`src/rtl/param_mem_serdes_pkg.sv`:
```
// Shared types and constants for the nibble-serial data-memory interface.
// Optional response-bypass feature: PARAM_MEM_SERDES_RESP_BYPASS_EN (see top).
package param_mem_serdes_pkg;

    localparam int P_NBITS   = 4;
    localparam int C_N_OFF   = 8;
    localparam int C_OFFBITS = 3;

    localparam logic [1:0] SZ_B = 2'd0;
    localparam logic [1:0] SZ_H = 2'd1;
    localparam logic [1:0] SZ_W = 2'd2;

    typedef enum logic [2:0] {
        IDLE,
        ST_COLLECT,
        REQ,
        WAIT_RESP,
        LD_STREAM
    } state_t;

    // Reserved size 3 behaves as a word access.
    function automatic logic [1:0] norm_size(input logic [1:0] size);
        return (size == 2'd3) ? SZ_W : size;
    endfunction

    function automatic logic is_misaligned(input logic [1:0] size, input logic [1:0] lo);
        logic [1:0] sz;
        sz = norm_size(size);
        return ((sz == SZ_H) && lo[0]) || ((sz == SZ_W) && (lo != 2'd0));
    endfunction

endpackage

```
`src/rtl/param_mem_serdes_align.sv`:
```
// Load-direction aligner: shifts the addressed byte lane down to bit 0 and
// zero- or sign-extends byte and half results to 32 bits.
module param_mem_align
    import param_mem_serdes_pkg::*;
(
    input  logic [31:0] data,
    input  logic [1:0]  offset,
    input  logic [1:0]  size,
    input  logic        sext,
    output logic [31:0] result
);

    logic [31:0]        shifted;
    logic signed [7:0]  byte_s;
    logic signed [15:0] half_s;

    assign shifted = data >> {offset, 3'b000};
    assign byte_s  = shifted[7:0];
    assign half_s  = shifted[15:0];

    always_comb begin
        result = shifted;
        case (size)
            SZ_B:    result = sext ? 32'(byte_s) : {24'd0, shifted[7:0]};
            SZ_H:    result = sext ? 32'(half_s) : {16'd0, shifted[15:0]};
            default: result = shifted;
        endcase
    end

endmodule

```
`src/rtl/param_mem_serdes.sv`:
```
// Nibble-serial <-> 32-bit data-memory bridge for the Nibbler lane datapath.
// Define PARAM_MEM_SERDES_RESP_BYPASS_EN to stream nibble 0 in the response cycle.
module param_mem_serdes #(
    parameter int P_NBITS   = param_mem_serdes_pkg::P_NBITS,
    parameter int C_N_OFF   = param_mem_serdes_pkg::C_N_OFF,
    parameter int C_OFFBITS = param_mem_serdes_pkg::C_OFFBITS
) (
    input  logic               clk,
    input  logic               reset,
    input  logic               mem_start_Xhl,
    input  logic               mem_rw_Xhl,
    input  logic [1:0]         mem_size_Xhl,
    input  logic               mem_sext_Xhl,
    input  logic [31:0]        addr_in_Xhl,
    input  logic [P_NBITS-1:0] st_nibble_Xhl,
    input  logic               st_nibble_val_Xhl,
    output logic               dmemreq_val,
    input  logic               dmemreq_rdy,
    output logic               dmemreq_msg_rw,
    output logic [1:0]         dmemreq_msg_len,
    output logic [31:0]        dmemreq_msg_addr,
    output logic [31:0]        dmemreq_msg_data,
    input  logic               dmemresp_val,
    input  logic [31:0]        dmemresp_msg_data,
    output logic [P_NBITS-1:0] ld_nibble_Xhl,
    output logic               ld_nibble_val_Xhl,
    output logic               busy_Xhl,
    output logic               done_Xhl,
    output logic               misalign_Xhl
);
    import param_mem_serdes_pkg::*;

    localparam logic [C_OFFBITS-1:0] C_LAST = C_OFFBITS'(C_N_OFF - 1);

    state_t               state, state_next;
    logic [C_OFFBITS-1:0] idx;
    logic [31:0]          addr_r;
    logic [1:0]           size_r;
    logic                 sext_r;
    logic                 rw_r;
    logic [31:0]          word_r;
    logic [31:0]          word_collect;
    logic [31:0]          aligned;
    logic [1:0]           start_size;
    logic                 start_misal;
    logic                 accept, collect, collect_last, handshake, resp_ld;
    logic                 ld_val;
    logic [P_NBITS-1:0]   ld_src;

    assign start_size  = norm_size(mem_size_Xhl);
    assign start_misal = is_misaligned(mem_size_Xhl, addr_in_Xhl[1:0]);

    param_mem_align u_align (
        .data   (dmemresp_msg_data),
        .offset (addr_r[1:0]),
        .size   (size_r),
        .sext   (sext_r),
        .result (aligned)
    );

    always_comb begin
        word_collect = word_r;
        word_collect[idx*P_NBITS +: P_NBITS] = st_nibble_Xhl;
    end

    always_ff @(posedge clk or posedge reset) begin
        if (reset) state <= IDLE;
        else       state <= state_next;
    end

    always_comb begin
        state_next   = state;
        accept       = 1'b0;
        collect      = 1'b0;
        collect_last = 1'b0;
        handshake    = 1'b0;
        resp_ld      = 1'b0;
        done_Xhl     = 1'b0;
        ld_val       = 1'b0;
        ld_src       = word_r[idx*P_NBITS +: P_NBITS];
        case (state)
            IDLE: begin
                if (mem_start_Xhl) begin
                    accept = 1'b1;
                    // A misaligned start parks one cycle in REQ (no request) to report done.
                    if (start_misal)     state_next = REQ;
                    else if (mem_rw_Xhl) state_next = ST_COLLECT;
                    else                 state_next = REQ;
                end
            end
            ST_COLLECT: begin
                if (st_nibble_val_Xhl) begin
                    collect = 1'b1;
                    if (idx == C_LAST) begin
                        collect_last = 1'b1;
                        state_next   = REQ;
                    end
                end
            end
            REQ: begin
                if (misalign_Xhl) begin
                    done_Xhl   = 1'b1;
                    state_next = IDLE;
                end else if (dmemreq_val && dmemreq_rdy) begin
                    handshake  = 1'b1;
                    state_next = WAIT_RESP;
                end
            end
            WAIT_RESP: begin
                if (dmemresp_val) begin
                    if (rw_r) begin
                        done_Xhl   = 1'b1;
                        state_next = IDLE;
                    end else begin
                        resp_ld    = 1'b1;
                        state_next = LD_STREAM;
`ifdef PARAM_MEM_SERDES_RESP_BYPASS_EN
                        ld_val     = 1'b1;
                        ld_src     = aligned[P_NBITS-1:0];
`endif
                    end
                end
            end
            LD_STREAM: begin
                ld_val = 1'b1;
                if (idx == C_LAST) begin
                    done_Xhl   = 1'b1;
                    state_next = IDLE;
                end
            end
            default: state_next = IDLE;
        endcase
    end

    assign busy_Xhl          = (state != IDLE);
    assign ld_nibble_val_Xhl = ld_val;
    assign ld_nibble_Xhl     = ld_val ? ld_src : '0;

    always_ff @(posedge clk or posedge reset) begin
        if (reset) begin
            idx              <= '0;
            addr_r           <= '0;
            size_r           <= SZ_B;
            sext_r           <= 1'b0;
            rw_r             <= 1'b0;
            word_r           <= '0;
            misalign_Xhl     <= 1'b0;
            dmemreq_val      <= 1'b0;
            dmemreq_msg_rw   <= 1'b0;
            dmemreq_msg_len  <= 2'd0;
            dmemreq_msg_addr <= '0;
            dmemreq_msg_data <= '0;
        end else begin
            if (accept) begin
                addr_r       <= addr_in_Xhl;
                size_r       <= start_size;
                sext_r       <= mem_sext_Xhl;
                rw_r         <= mem_rw_Xhl;
                idx          <= '0;
                word_r       <= '0;
                misalign_Xhl <= start_misal;
                if (!start_misal && !mem_rw_Xhl) begin
                    dmemreq_val      <= 1'b1;
                    dmemreq_msg_rw   <= 1'b0;
                    dmemreq_msg_len  <= start_size;
                    dmemreq_msg_addr <= addr_in_Xhl;
                    dmemreq_msg_data <= '0;
                end
            end
            if (collect) begin
                word_r <= word_collect;
                idx    <= idx + 1'b1;
            end
            if (collect_last) begin
                dmemreq_val      <= 1'b1;
                dmemreq_msg_rw   <= 1'b1;
                dmemreq_msg_len  <= size_r;
                dmemreq_msg_addr <= addr_r;
                dmemreq_msg_data <= word_collect << {addr_r[1:0], 3'b000};
            end
            if (handshake) dmemreq_val <= 1'b0;
            if (resp_ld) begin
                word_r <= aligned;
`ifdef PARAM_MEM_SERDES_RESP_BYPASS_EN
                idx    <= C_OFFBITS'(1);
`else
                idx    <= '0;
`endif
            end
            if (state == LD_STREAM) idx <= idx + 1'b1;
        end
    end

endmodule

```
`config.mk`:
```
export PLATFORM = sky130hd
export DESIGN_NAME = param_mem_serdes
export DESIGN_NICKNAME = d
export VERILOG_FILES = /design/src/rtl/param_mem_serdes_pkg.sv /design/src/rtl/param_mem_serdes_align.sv /design/src/rtl/param_mem_serdes.sv
export SDC_FILE = /design/constraint.sdc
export NUM_CORES = 1
export LEC_CHECK = 0
export ABC_AREA = 0
export BUFFER_PORTS_ARGS = -buffer_cell sky130_fd_sc_hd__buf_2
export CAP_MARGIN = 15
export CORE_UTILIZATION = 50
export CTS_CLUSTER_DIAMETER = 50
export DETAILED_ROUTE_END_ITERATION = 16
export MAX_ROUTING_LAYER = met4
export PLACE_DENSITY = 0.73
export SYNTH_ARGS = -nofsm -noshare
export SYNTH_HDL_FRONTEND = slang
export SYNTH_HIERARCHICAL = 1
export SYNTH_SLANG_ARGS = --single-unit
export TNS_END_PERCENT = 30
```
`constraint.sdc`:
```
create_clock -name clk -period 11.1 [get_ports clk]
set_clock_uncertainty 0.05 [all_clocks]
set_input_delay 0.555 -clock clk [delete_from_list [all_inputs] [get_ports clk]]
set_output_delay 0.555 -clock clk [all_outputs]
set_load 0.02 [all_outputs]
```
* Word-level counts from Yosys, hierarchy flattened *
Cells that the tools add are included.

word-level totals
  bits in registers = 143
  logic and storage cells = 113
  output and inout bits = 76

cells by class
  add/subtract/negate cells = 2
  shift-type cells = 5
  equal/unequal tests = 15
  mux-type cells = 58
  reductions and logical operators = 20

operator list
  kind                                                                     number
  32-bit two-way mux                                                       11
  32-bit case mux with 2 select lines                                      1
  3-bit two-way mux                                                        12
  5-bit negator with 34-bit output                                         1
  4-bit by 34-bit variable shift with 32-bit output, first input constant  1
  4-bit by 34-bit indexed part select with 32-bit output                   1
  32-bit bitwise mux                                                       1
  32-bit by 6-bit indexed part select with 4-bit output                    1
  32-bit by 5-bit left shift with 32-bit output                            1
  32-bit by 5-bit right shift with 32-bit output                           1
  1-bit two-way mux                                                        24
  3-bit case mux with 5 select lines                                       1
  2-bit two-way mux                                                        6
  3-bit nonzero test                                                       4
  2-bit != test, second input constant                                     5
  3-bit by 2-bit == test with 1-bit output, second input constant          2
  3-bit == test, second input constant                                     2
  6-bit AND reduction                                                      1
  2-bit nonzero test                                                       3
  2-bit by 1-bit == test with 1-bit output, second input constant          2
  2-bit == test, second input constant                                     2
  1-bit logical AND                                                        4
  4-bit two-way mux                                                        1
  2-bit AND reduction                                                      2
  9 further kinds                                                          10

* Logic depth before layout (Yosys ltp) *
  word-level depth = 11
  gate-level depth with buffers = 12
  gate-level depth less buffers = 8

* Modules after synthesis *
Netlist, hierarchy kept.

by module, submodules not included
  module            cells each  instances  area an instance (um^2)
  param_mem_serdes  752         1          7223.2
  param_mem_align   106         1          808.3

* Least setup slack after synthesis *
OpenSTA, ideal clock, no wires.

  path kind = flip-flop to flip-flop
  from = register idx[0]
  to = register dmemreq_msg_data[31]
  stages on the path, launching flop included = 11
  data arrival time = 2.689 ns
  slack = 8.271 ns
  setup time = 0.090 ns
  path through = dfrtp_1 > buf_2 > buf_2 > inv_1 > ha_1 > ha_1 > clkbuf_1 > clkbuf_1 > a32oi_1 > mux2_2 > o221ai_1

between the ends
  word-level cells in the longest chain between the ends = 6
  elaborated cells between the ends (all ways) = 13

RTL lines
  element                                                                                   RTL line                 RTL
  from (decl)                                                                               param_mem_serdes.sv:36   logic [C_OFFBITS-1:0] idx;
  from (signal assigned)                                                                    param_mem_serdes.sv:172  idx <= idx + 1'b1;
  from (signal assigned)                                                                    param_mem_serdes.sv:190  if (state == LD_STREAM) idx <= idx + 1'b1;
  parallel branches: the longest is 6 deep, another holds 5-bit negator with 34-bit output  n/a
  to (signal assigned)                                                                      param_mem_serdes.sv:179  dmemreq_msg_data <= word_collect << {addr_r[1:0], 3'b000};
  to (decl)                                                                                 param_mem_serdes.sv:22   output logic [31:0] dmemreq_msg_data,

Several ways; the timed one is not identified.
A chain may end at the register's enable or synchronous reset.

* Worst setup path after layout *
  from = register idx[0]
  to = register dmemreq_msg_data[22]

Same word-level chain as after synthesis.

==> results.cfg <==
[outcome]
status = finished clean

[synth]
ys_seq_elements = 143
synth_cell_types = 63
syn_area_um2 = 8030
yosysWarnings = 6
synthFlopType = dfrtp_1
async_reset_ff_frac = 1.00
synth_top_area_frac = 0.446
synth_nets = 943
synthCells = 858
synth_most_common_cell = nand2_1
ys_seq_area_frac = 0.446
synth_commonest_cells = nand2_1 (211), dfrtp_1 (143), mux2i_1 (63), o21ai_0 (52), a22oi_1 (37)
synth_edf_count = 0
ys_top_cells_by_area = dfrtp_1 (45%), nand2_1 (9.9%), mux2i_1 (7.9%)
syn_area_per_cell_um2 = 9.36
yosys.area.top_type = dfrtp_1

[finish]
fill_cells = 1376
seqCellArea_um2 = 3580
nets = 1061
area_growth_pct = 17.7
multi_input_area_um2 = 4080
drive_gt1_frac = 0.235

[grt]
grt_max_degree = 90
grt_use_total = 0.297
first_global_vias = 6846
grt_overflow = 0
grt_pass1_wl_um = 36400
antenna_found_initial = 1

[power_and_ir_drop]
internal_power_mw = 1.49
clock_power_share = 0.221
power.total_mw = 2.65
p_comb_frac = 0.446
peakVddDrop_mv = 0.169
seqPwrFrac = 0.333
netSwitchingPower_mw = 1.16
p_sw_frac = 0.439
cellPowerDensity_nw_per_um2 = 280
leakage_nw = 4.69

[detailed_routing]
vias = 7184
postRouteAntennaNets = 0
dr.pass1.iters = 5
viasPerCell = 5.98
wl_per_cell_um = 19.3
drt-total-wl_um = 23200
first_iter_violations = 589
drc = 0

[clocking]
insertion_delay_ns = 0.43
cts_buffers = 17
cts_buffer_depth = 2
path_clk_slew_ns = 0.06
cts_tree = built
cts_setup_buffers = 0
cts_hold_buf = 0
clock-sinks = 143
clockRootBuffer = clkbuf_16
cts_resized = 0
htree_levels = 4

[place]
hpwl_um = 15700
port-buffer-count = 153
place_congestion = 0.962

[floorplan]
pin_count = 154
start_util = 0.521
core_area_um2 = 15400
die_w_um = 129
row_count = 45
die_y_um = 129
fp.dieArea_um2 = 16600

[timing]
tns_ns = 0
fin_crit_sh = 0.326
worst_pin_slew_ns = 0.942
finalSetupViolCount = 0
final_hold_viol_count = 0
finalCriticalPeriod_ns = 3.62
fmax_mhz = 277
maxSlewViolCount = 0
rsz0062_at_grt = false
max_slew_margin = 0.372

[flow_run]
cap_violations = 0

[worst_setup_path]
cp.required_ns = 11.35
crit_path_end_kind = register
crit_arrival_ns = 3.87
crit_type = reg -> reg
worstPathMaxFanout = 25
start_kind = register

[min_path]
worstHoldPathType = in -> async
[flip-flops by register name (all words and copies together), names as in the netlist]
register / count
addr_r: 32
dmemreq_msg_addr: 32
dmemreq_msg_data: 32
word_r: 32
idx: 3
state: 3
dmemreq_msg_len: 2
size_r: 2
dmemreq_msg_rw: 1
dmemreq_val: 1
misalign_Xhl: 1
rw_r: 1
sext_r: 1
[cell usage in the layout (no fill, tap or decap), types with 8 or more instances in the layout]
cell type | netlist | routed
a21oi_1 | 29 | 29
a221o_1 | 11 | 11
a22o_1 | 19 | 19
a22oi_1 | 37 | 37
buf_2 | 22 | 153
buf_4 | 0 | 10
clkbuf_16 | 0 | 18
dfrtp_1 | 143 | 141
inv_1 | 15 | 14
mux2i_1 | 63 | 63
mux4_2 | 8 | 8
nand2_1 | 211 | 211
nor2_1 | 28 | 27
nor2b_1 | 17 | 17
o21ai_0 | 52 | 52
o21ai_1 | 13 | 13
o221ai_1 | 10 | 10
o2bb2ai_1 | 9 | 9
[cell type report]
| class | count | share of cell area |
|---|---|---|
| Antenna cell | 1 | 0.000265 |
| Clock buffer | 17 | 0.0450 |
| Sequential cell | 143 | 0.379 |
| Multi-Input combinational cell | 635 | 0.432 |
| Tap cell | 211 | 0.0279 |
| Inverter | 15 | 0.00649 |
| Clock inverter | 15 | 0.0181 |
| Timing Repair Buffer | 164 | 0.0916 |
[critical path, stage by stage, from the launching register on]
cell and delay (ns):
dfrtp_1 0.96, inv_1 0.16, ha_1 0.27, ha_1 0.75, o311ai_1 0.38, o2bb2ai_1 0.28, mux2_2 0.30, a221o_1 0.32
[metrics by stage]
stage	cells	utilization	instance area, um2	worst slack [ns]	hold slack (ns)
global placement	1167	0.572	8830	7.62	0.407
finish	1201	0.613	9450	7.48	0.252
detailed placement	1167	0.572	8830	7.56	0.412
CTS	1199	0.611	9420	7.52	0.267
global route	1201	0.613	9450	7.22	0.271
floorplan	858	-	8030	6.66	0.396
[layer usage]
metal / wire (um) / track usage
met1: 9480 / 0.377
met2: 10900 / 0.451
met3: 1790 / 0.0669
met4: 1030 / 0.143
met5: 0 / -
[power by group through the flow]
| stage | Sequential, mW | Clock [mW] | Combinational (mW) |
|---|---|---|---|
| after detailed placement | 0.879 | 0 | 1.17 |
| after CTS | 0.877 | 0.593 | 1.17 |
| after global placement | 0.877 | 0 | 1.14 |
| after global routing | 0.904 | 0.614 | 1.29 |
| final | 0.881 | 0.586 | 1.18 |
| after floorplan | 0.901 | 0 | 0.820 |
[logic make-up (layout without fill, tap and decap cells)]
family	after synthesis	count (layout)	share of synthesized area
buffers and inverters	80	211	0.0474
muxes	79	79	0.113
xor gates and xnor gates	1	1	0.00109
adders and majority gates	7	7	0.0109
DFF	143	143	0.446
other	0	1	0
and+or+nand+nor	314	314	0.176
AOI/OAI and AO/OA	234	234	0.206
[path summary, 6_finish.rpt]
kind                           startpoint                    to  slack (ns)  depth (start not counted)
min                                 reset             addr_r[0]        0.25                          2
max in group asynchronous           reset   dmemreq_msg_addr[7]        9.57                          3
min in group clk             mem_sext_Xhl                sext_r        0.28                          3
max                                idx[0]  dmemreq_msg_data[22]        7.48                          7
max reg2reg                        idx[0]  dmemreq_msg_data[22]        7.48                          7
min reg2reg                dmemreq_msg_rw        dmemreq_msg_rw        0.42                          2
No activity file was read; power rests on OpenSTA's default activity.
